<file path="config.mk">
export PLATFORM = sky130hd
export DESIGN_NAME = m_dmux4way16_stream
export DESIGN_NICKNAME = d
export VERILOG_FILES = /design/src/rtl/m_dmux4way16_stream.sv
export SDC_FILE = /design/constraint.sdc
export NUM_CORES = 1
export LEC_CHECK = 0
export CORE_MARGIN = 3
export CORE_UTILIZATION = 51
export CTS_CLUSTER_SIZE = 40
export DETAILED_ROUTE_END_ITERATION = 16
export GPL_ROUTABILITY_DRIVEN = 0
export PLACE_DENSITY = 0.85
export SLEW_MARGIN = 5
export SYNTH_ARGS = -nofsm -noshare
export SYNTH_HDL_FRONTEND = slang
export SYNTH_SLANG_ARGS = --single-unit
</file>
<file path="constraint.sdc">
create_clock -name i_clk -period 3.7 [get_ports i_clk]
set_clock_uncertainty 0.1 [all_clocks]
set_input_delay 0.925 -clock i_clk [delete_from_list [all_inputs] [get_ports i_clk]]
set_output_delay 0.925 -clock i_clk [all_outputs]
set_load 0.05 [all_outputs]
</file>
<file path="src/rtl/m_dmux4way16_stream.sv">
`default_nettype none
// +----------------------------------------------------------------------------+
// | Module   : m_dmux4way16_stream                                             |
// | Purpose  : Registered 4-way, 16-bit stream demultiplexer with valid/ready  |
// |            handshaking. One producer stream is steered by i_sel to one of  |
// |            four independent channels. Each channel has a one-entry holding |
// |            register and a saturating delivered-word counter.               |
// | Ports    : i_clk, i_rst_n           clock, async active-low reset          |
// |            i_data, i_sel, i_valid   producer word, destination, present    |
// |            o_ready                  producer word accepted this cycle      |
// |            o_a..o_d, o_valid        channel holding registers and valids   |
// |            i_ready                  per-channel consumer ready             |
// |            o_cnt_a..o_cnt_d         per-channel delivered-word counters    |
// | Revision : 1.0  initial release                                           |
// +----------------------------------------------------------------------------+
module m_dmux4way16_stream #(
    parameter int CNT_W = 8
) (
    input  logic             i_clk,
    input  logic             i_rst_n,
    input  logic [15:0]      i_data,
    input  logic [1:0]       i_sel,
    input  logic             i_valid,
    output logic             o_ready,
    output logic [15:0]      o_a,
    output logic [15:0]      o_b,
    output logic [15:0]      o_c,
    output logic [15:0]      o_d,
    output logic [3:0]       o_valid,
    input  logic [3:0]       i_ready,
    output logic [CNT_W-1:0] o_cnt_a,
    output logic [CNT_W-1:0] o_cnt_b,
    output logic [CNT_W-1:0] o_cnt_c,
    output logic [CNT_W-1:0] o_cnt_d
);

    localparam logic [0:0]       c_st_empty = 1'b0;
    localparam logic [0:0]       c_st_full  = 1'b1;
    localparam logic [CNT_W-1:0] c_cnt_max  = '1;

    logic [3:0]       w_valid;
    logic             w_ready;
    logic [15:0]      r_data [4];
    logic [CNT_W-1:0] r_cnt  [4];

    // Only the selected channel can block the producer; a FULL channel whose
    // consumer is ready frees its slot at the same edge, so no bubble.
    assign w_ready = !w_valid[i_sel] || i_ready[i_sel];

    generate
        for (genvar g = 0; g < 4; g++) begin : g_ch
            localparam logic [1:0] c_ch = 2'(g);

            logic [0:0] r_state;
            logic [0:0] w_state_nxt;
            logic       w_in_xfer;
            logic       w_out_xfer;

            assign w_in_xfer  = i_valid && w_ready && (i_sel == c_ch);
            assign w_out_xfer = (r_state == c_st_full) && i_ready[g];

            // A simultaneous load wins over the drain so the channel stays FULL.
            always_comb begin
                w_state_nxt = r_state;
                if (w_in_xfer) begin
                    w_state_nxt = c_st_full;
                end else if (w_out_xfer) begin
                    w_state_nxt = c_st_empty;
                end
            end

            always_ff @(posedge i_clk or negedge i_rst_n) begin
                if (!i_rst_n) begin
                    r_state <= c_st_empty;
                end else begin
                    r_state <= w_state_nxt;
                end
            end

            // The register keeps its last word while EMPTY; consumers ignore it.
            always_ff @(posedge i_clk or negedge i_rst_n) begin
                if (!i_rst_n) begin
                    r_data[g] <= 16'h0000;
                end else if (w_in_xfer) begin
                    r_data[g] <= i_data;
                end
            end

            always_ff @(posedge i_clk or negedge i_rst_n) begin
                if (!i_rst_n) begin
                    r_cnt[g] <= '0;
                end else if (w_out_xfer && (r_cnt[g] != c_cnt_max)) begin
                    r_cnt[g] <= r_cnt[g] + 1'b1;
                end
            end

            assign w_valid[g] = (r_state == c_st_full);
        end
    endgenerate

    assign o_ready = w_ready;
    assign o_valid = w_valid;
    assign o_a     = r_data[0];
    assign o_b     = r_data[1];
    assign o_c     = r_data[2];
    assign o_d     = r_data[3];
    assign o_cnt_a = r_cnt[0];
    assign o_cnt_b = r_cnt[1];
    assign o_cnt_c = r_cnt[2];
    assign o_cnt_d = r_cnt[3];

endmodule
`default_nettype wire

</file>
Word level (Yosys, flattened, before mapping). Index checks and enable logic that the tools add are counted.

Order comparisons: 1. Bitwise gates (word level): 0. Reduce and logical (&&, ||, !) cells: 20. Shift-type cells: 0. Divide/modulo/power cells: 0. Muxes and demuxes: 12. Eq/ne operators: 7. Add/sub/neg operators: 4. Multipliers: 0.

Operator list (count): adder 8 x 1 -> 8 bit, second input constant (4); != test 8 bit, second input constant (4); logical AND 1 bit (13); 2-to-1 mux 1 bit (10); nonzero test 2 bit (4); binary-select mux 1 bit (select 2 bit) (2); == test 2 bit, second input constant (2); < comparator 2 x 3 -> 1 bit, second input constant (1); == test 2 x 1 -> 1 bit, second input constant (1); logical NOT 2 bit (1); logical NOT 1 bit (1); logical OR 1 bit (1).

Input port bits: 25. Memory bits (writable): 0. Logic and storage cells: 56. Memories kept: 0. Flip-flop bits (word level): 100. Output and inout bits: 101. Latch bits: 0. Bits in read-only memories: 0.

Logic depth before layout (Yosys ltp).
Depth after elaboration: 7. Mapped depth: 6. Mapped depth without buffers: 5.

Least setup slack after synthesis. No wires, ideal clock.

Path type: in2out. From: input port i_ready[0]. To: output port o_ready. Slack: 817 ps. Path buffers: 0. Cell stages on the path: 2. Data arrival time: 1858 ps. Required time: 2675 ps. Cells stage by stage: nand2b_1 mux4_1.

Word-level cells in the longest chain between the ends: 3.

Ends and longest elaborated chain: start, declared (RTL line 30) `input logic [3:0] i_ready,`; binary-select mux 1 bit (select 2 bit) (RTL line 48) `assign w_ready = !w_valid[i_sel] || i_ready[i_sel];`; 2-to-1 mux 1 bit (not written as such) (RTL line 48); logical OR 1 bit (RTL line 48); end, declared (RTL line 24) `output logic o_ready,`.

Every way passes these cells. The select of a mux whose other input is x is not followed.

Final worst setup path. Ends and elaborated chain as after synthesis.

==> results by group <==
Outcome
  • Status: finished clean

GRT
  • Vias in the first global route: just under 3000
  • Remaining Overflow, GRT: 0
  • GRT Overall Usage: 20.7%
  • Largest net degree at the start of global routing: 57
  • Antenna violations before repair: 0
  • First-pass GRT wire length: around 16000 um

Worst setup path
  • R2R Path Start: g_ch[1].r_state
  • CP arrival: 2.41 ns
  • Crit-path slowest cell: mux4_1
  • Biggest cell delay along the critical path: roughly 0.52 ns
  • Crit end category: output port
  • Worst EP required: 2.67 ns
  • CP Max Fanout: 5
  • Crit Path Category: primary input to output port
  • Nature of the critical path startpoint: primary input
  • Critical path, cell by cell: clkdlybuf4s50_1 > nand2b_1 > mux4_1 > buf_4
  • Worst R2R Path Depth: 4
  • Crit. Startpoint: i_ready[0]

Die
  • CORE AREA: about 8300 sq um
  • Initial Utilization: 53.0%
  • Die area: 9720 sq um
  • Cell Rows: 33
  • Chip Width: approximately 100 um
  • I/O pin cnt: 126
  • Die height: 98.6 um

Timing
  • Unrepaired setup endpoints after global routing: false
  • Hold Slack: about 0.41 ns
  • Final Setup Violations: 0
  • Setup slack after layout: ~0.26 ns
  • Period utilization: 93.0%
  • Worst slew margin: a little under three fifths
  • Max-slew violation count: 0
  • Setup TNS: 0 ns
  • Worst-Margin Slew: roughly 0.64 ns
  • Fmax: just under 300 MHz
  • Min cycle time layout: around 3.4 ns
  • Final Hold Fails: 0

Clock network
  • CTS tree: yes
  • CTS clk-pin slew, worst paths: 0.09 ns
  • Clk buf depth: 2
  • H-tree depth: 3
  • Clock root buffer: clkbuf_8
  • PostCTS Resize Cnt: 0
  • TritonCTS Buffers: 9
  • Worst-Skew Late Latency: about 0.35 ns
  • Cts hold-fix bufs: 0
  • Setup Fix Bufs, Post-CTS: 0
  • Clock sinks: 100

Min path
  • Hold depth: 1
  • Worst hold path type: register to register
  • Hold Crit Start: o_c[15]

Power and ir drop
  • Lkg Pwr: around 2.5 nW
  • Clock power frac: between 10% and 20%
  • Comb pwr share: between 40% and 50%
  • Int Power: 0.00245 W
  • Power density cells: between 700 and 800 nW/um^2
  • Net Sw Frac: about 42%
  • Switching Power: about 0.0017 W
  • Reg power frac: between 30% and 40%
  • Max VDD drop: approximately 0.37 mV

Layout
  • Layout cell share with drive strength beyond 1: 23.3%
  • Diode count: 0
  • Final net count: roughly 460
  • Area growth syn-to-layout: 34.8%

Detailed routing
  • # DRC: 0
  • Drt pass-1 iters: 4
  • WL/cell: between 15 and 20 um
  • Via-to-Cell Ratio: roughly 5.4
  • Final wirelength: slightly below 10000 um
  • Iteration-0 DRC Markers: 57
  • Routed vias: between 2000 and 3000
  • Routed Antenna Nets: 0

Placed design
  • Post-Place Setup Slack: approximately 0.27 ns
  • Port buffer count: around 130
  • Dpl hpwl: between 7000 and 8000 um

Synth
  • EDFF count, synth: 0
  • Yosys warns: 0
  • Ys async rst share: 100%
  • Synth Instances: between 300 and 400
  • Mapped Nets: between 300 and 400
  • Synth Register Bits: 100
  • Main flop type after synthesis: dfrtp_1
  • Mean Syn Cell Area: 14.3 sq um
  • Library cells used by synthesis: 37
  • Synthesized area: ~4400 sq um
  • Post-synthesis sequential area ratio: between 50 and 60%

Flow run
  • Max Cap Viol: 0
path summary, 6_finish.rpt:
kind                            to  slack, ns
setup / recovery           o_ready       0.26
hold / removal             o_c[15]       0.41
setup reg to reg            o_b[3]       1.80
hold reg to reg            o_c[15]       0.41
max in group asynchronous   o_a[2]       2.33
min in group asynchronous  o_c[11]       0.45
critical path, delay by kind of cell:
| kind | cells | cell delay (ns) |
|---|---|---|
| buffers and inverters | 2 | 0.70 |
| muxes | 1 | 0.52 |
| and+or+nand+nor | 1 | 0.26 |
per-layer routing:
metal	track usage, %	up-vias	part of all wire (%)
li1	-	1350	-
met1	25.8	1501	41
met2	35.9	82	52
met3	4.60	10	5.1
met4	6.83	0	1.3
met5	0	-	0
state kept, by name, indices dropped and copies added, names as in the netlist:
register / cells
o_a: 16
o_b: 16
o_c: 16
o_d: 16
o_cnt_a: 8
o_cnt_b: 8
o_cnt_c: 8
o_cnt_d: 8
g_ch.r_state: 4
cell type report:
type / instances / area (sq um)
Tap cell: 105 / 131
Sequential cell: 100 / 2500
Clock buffer: 9 / 124
Multi-Input combinational cell: 192 / 1740
Fill cell: 580 / 2360
Inverter: 4 / 15.0
Timing Repair Buffer: 127 / 1270
Clock inverter: 6 / 111
power groups by stage:
stage | logic [W] | clock network, W | registers [W]
after floorplan | 0.000364 | 0 | 0.00238
after global placement | 0.00181 | 0 | 0.00155
after detailed placement | 0.00184 | 0 | 0.00157
after CTS | 0.00185 | 0.000835 | 0.00155
after global routing | 0.00190 | 0.000880 | 0.00159
final | 0.00183 | 0.000816 | 0.00155
placed cells by master, fill, tap and decap left out, types with 2 or more instances in the layout:
| master | instances |
|---|---|
| clkdlybuf4s50_1 | 123 |
| dfrtp_1 | 100 |
| mux2_2 | 46 |
| mux2_4 | 29 |
| nand2_1 | 22 |
| nand4_1 | 10 |
| nand3_1 | 10 |
| clkbuf_8 | 9 |
| nor2_1 | 8 |
| nand2b_1 | 7 |
| and4_1 | 7 |
| xnor2_1 | 7 |
| a21oi_1 | 7 |
| xor2_1 | 5 |
| and3_1 | 4 |
| o21a_1 | 4 |
| inv_1 | 4 |
| ha_1 | 4 |
| nor3_1 | 3 |
| bufinv_16 | 3 |
| buf_4 | 3 |
| and2_1 | 2 |
| o21ai_1 | 2 |
| mux2i_1 | 2 |
cells by family after synthesis:
| logic type | after synthesis | synth area share, % |
|---|---|---|
| buffers and inverters | 14 | 3.06 |
| multiplexers | 78 | 22.9 |
| AO/OA/AOI/OAI | 16 | 2.20 |
| adder cells (fa/ha/maj) | 4 | 1.14 |
| flip-flops | 100 | 57.2 |
| AND/OR/NAND/NOR | 82 | 11.1 |
| XOR/XNOR | 12 | 2.40 |
metrics by stage:
step	cell area (sq um)	std cells	utilization (%)	total power [W]
after CTS	5900	543	71.4	0.00424
final	5900	543	71.4	0.00420
after global placement	5660	528	68.5	0.00336
after detailed placement	5660	528	68.5	0.00341
after floorplan	4370	306	-	0.00274
after global routing	5900	543	71.4	0.00437
cell usage after synthesis, drive strengths merged, types with 3 or more instances:
| cell | number | share of area [%] |
|---|---|---|
| xor2 | 5 | 1.0 |
| inv | 4 | 0.34 |
| buf | 10 | 2.7 |
| and3 | 5 | 0.83 |
| nand2b | 8 | 1.3 |
| o21ai | 3 | 0.34 |
| a21oi | 7 | 0.80 |
| xnor2 | 7 | 1.4 |
| nand4 | 10 | 1.4 |
| ha | 4 | 1.1 |
| o21a | 4 | 0.69 |
| nand2 | 22 | 1.9 |
| dfrtp | 100 | 57 |
| and4 | 8 | 1.6 |
| mux2 | 75 | 22 |
| nor3 | 3 | 0.34 |
| nor2 | 9 | 0.94 |
| nand3 | 11 | 1.4 |
(Power assumes the default switching activity.)
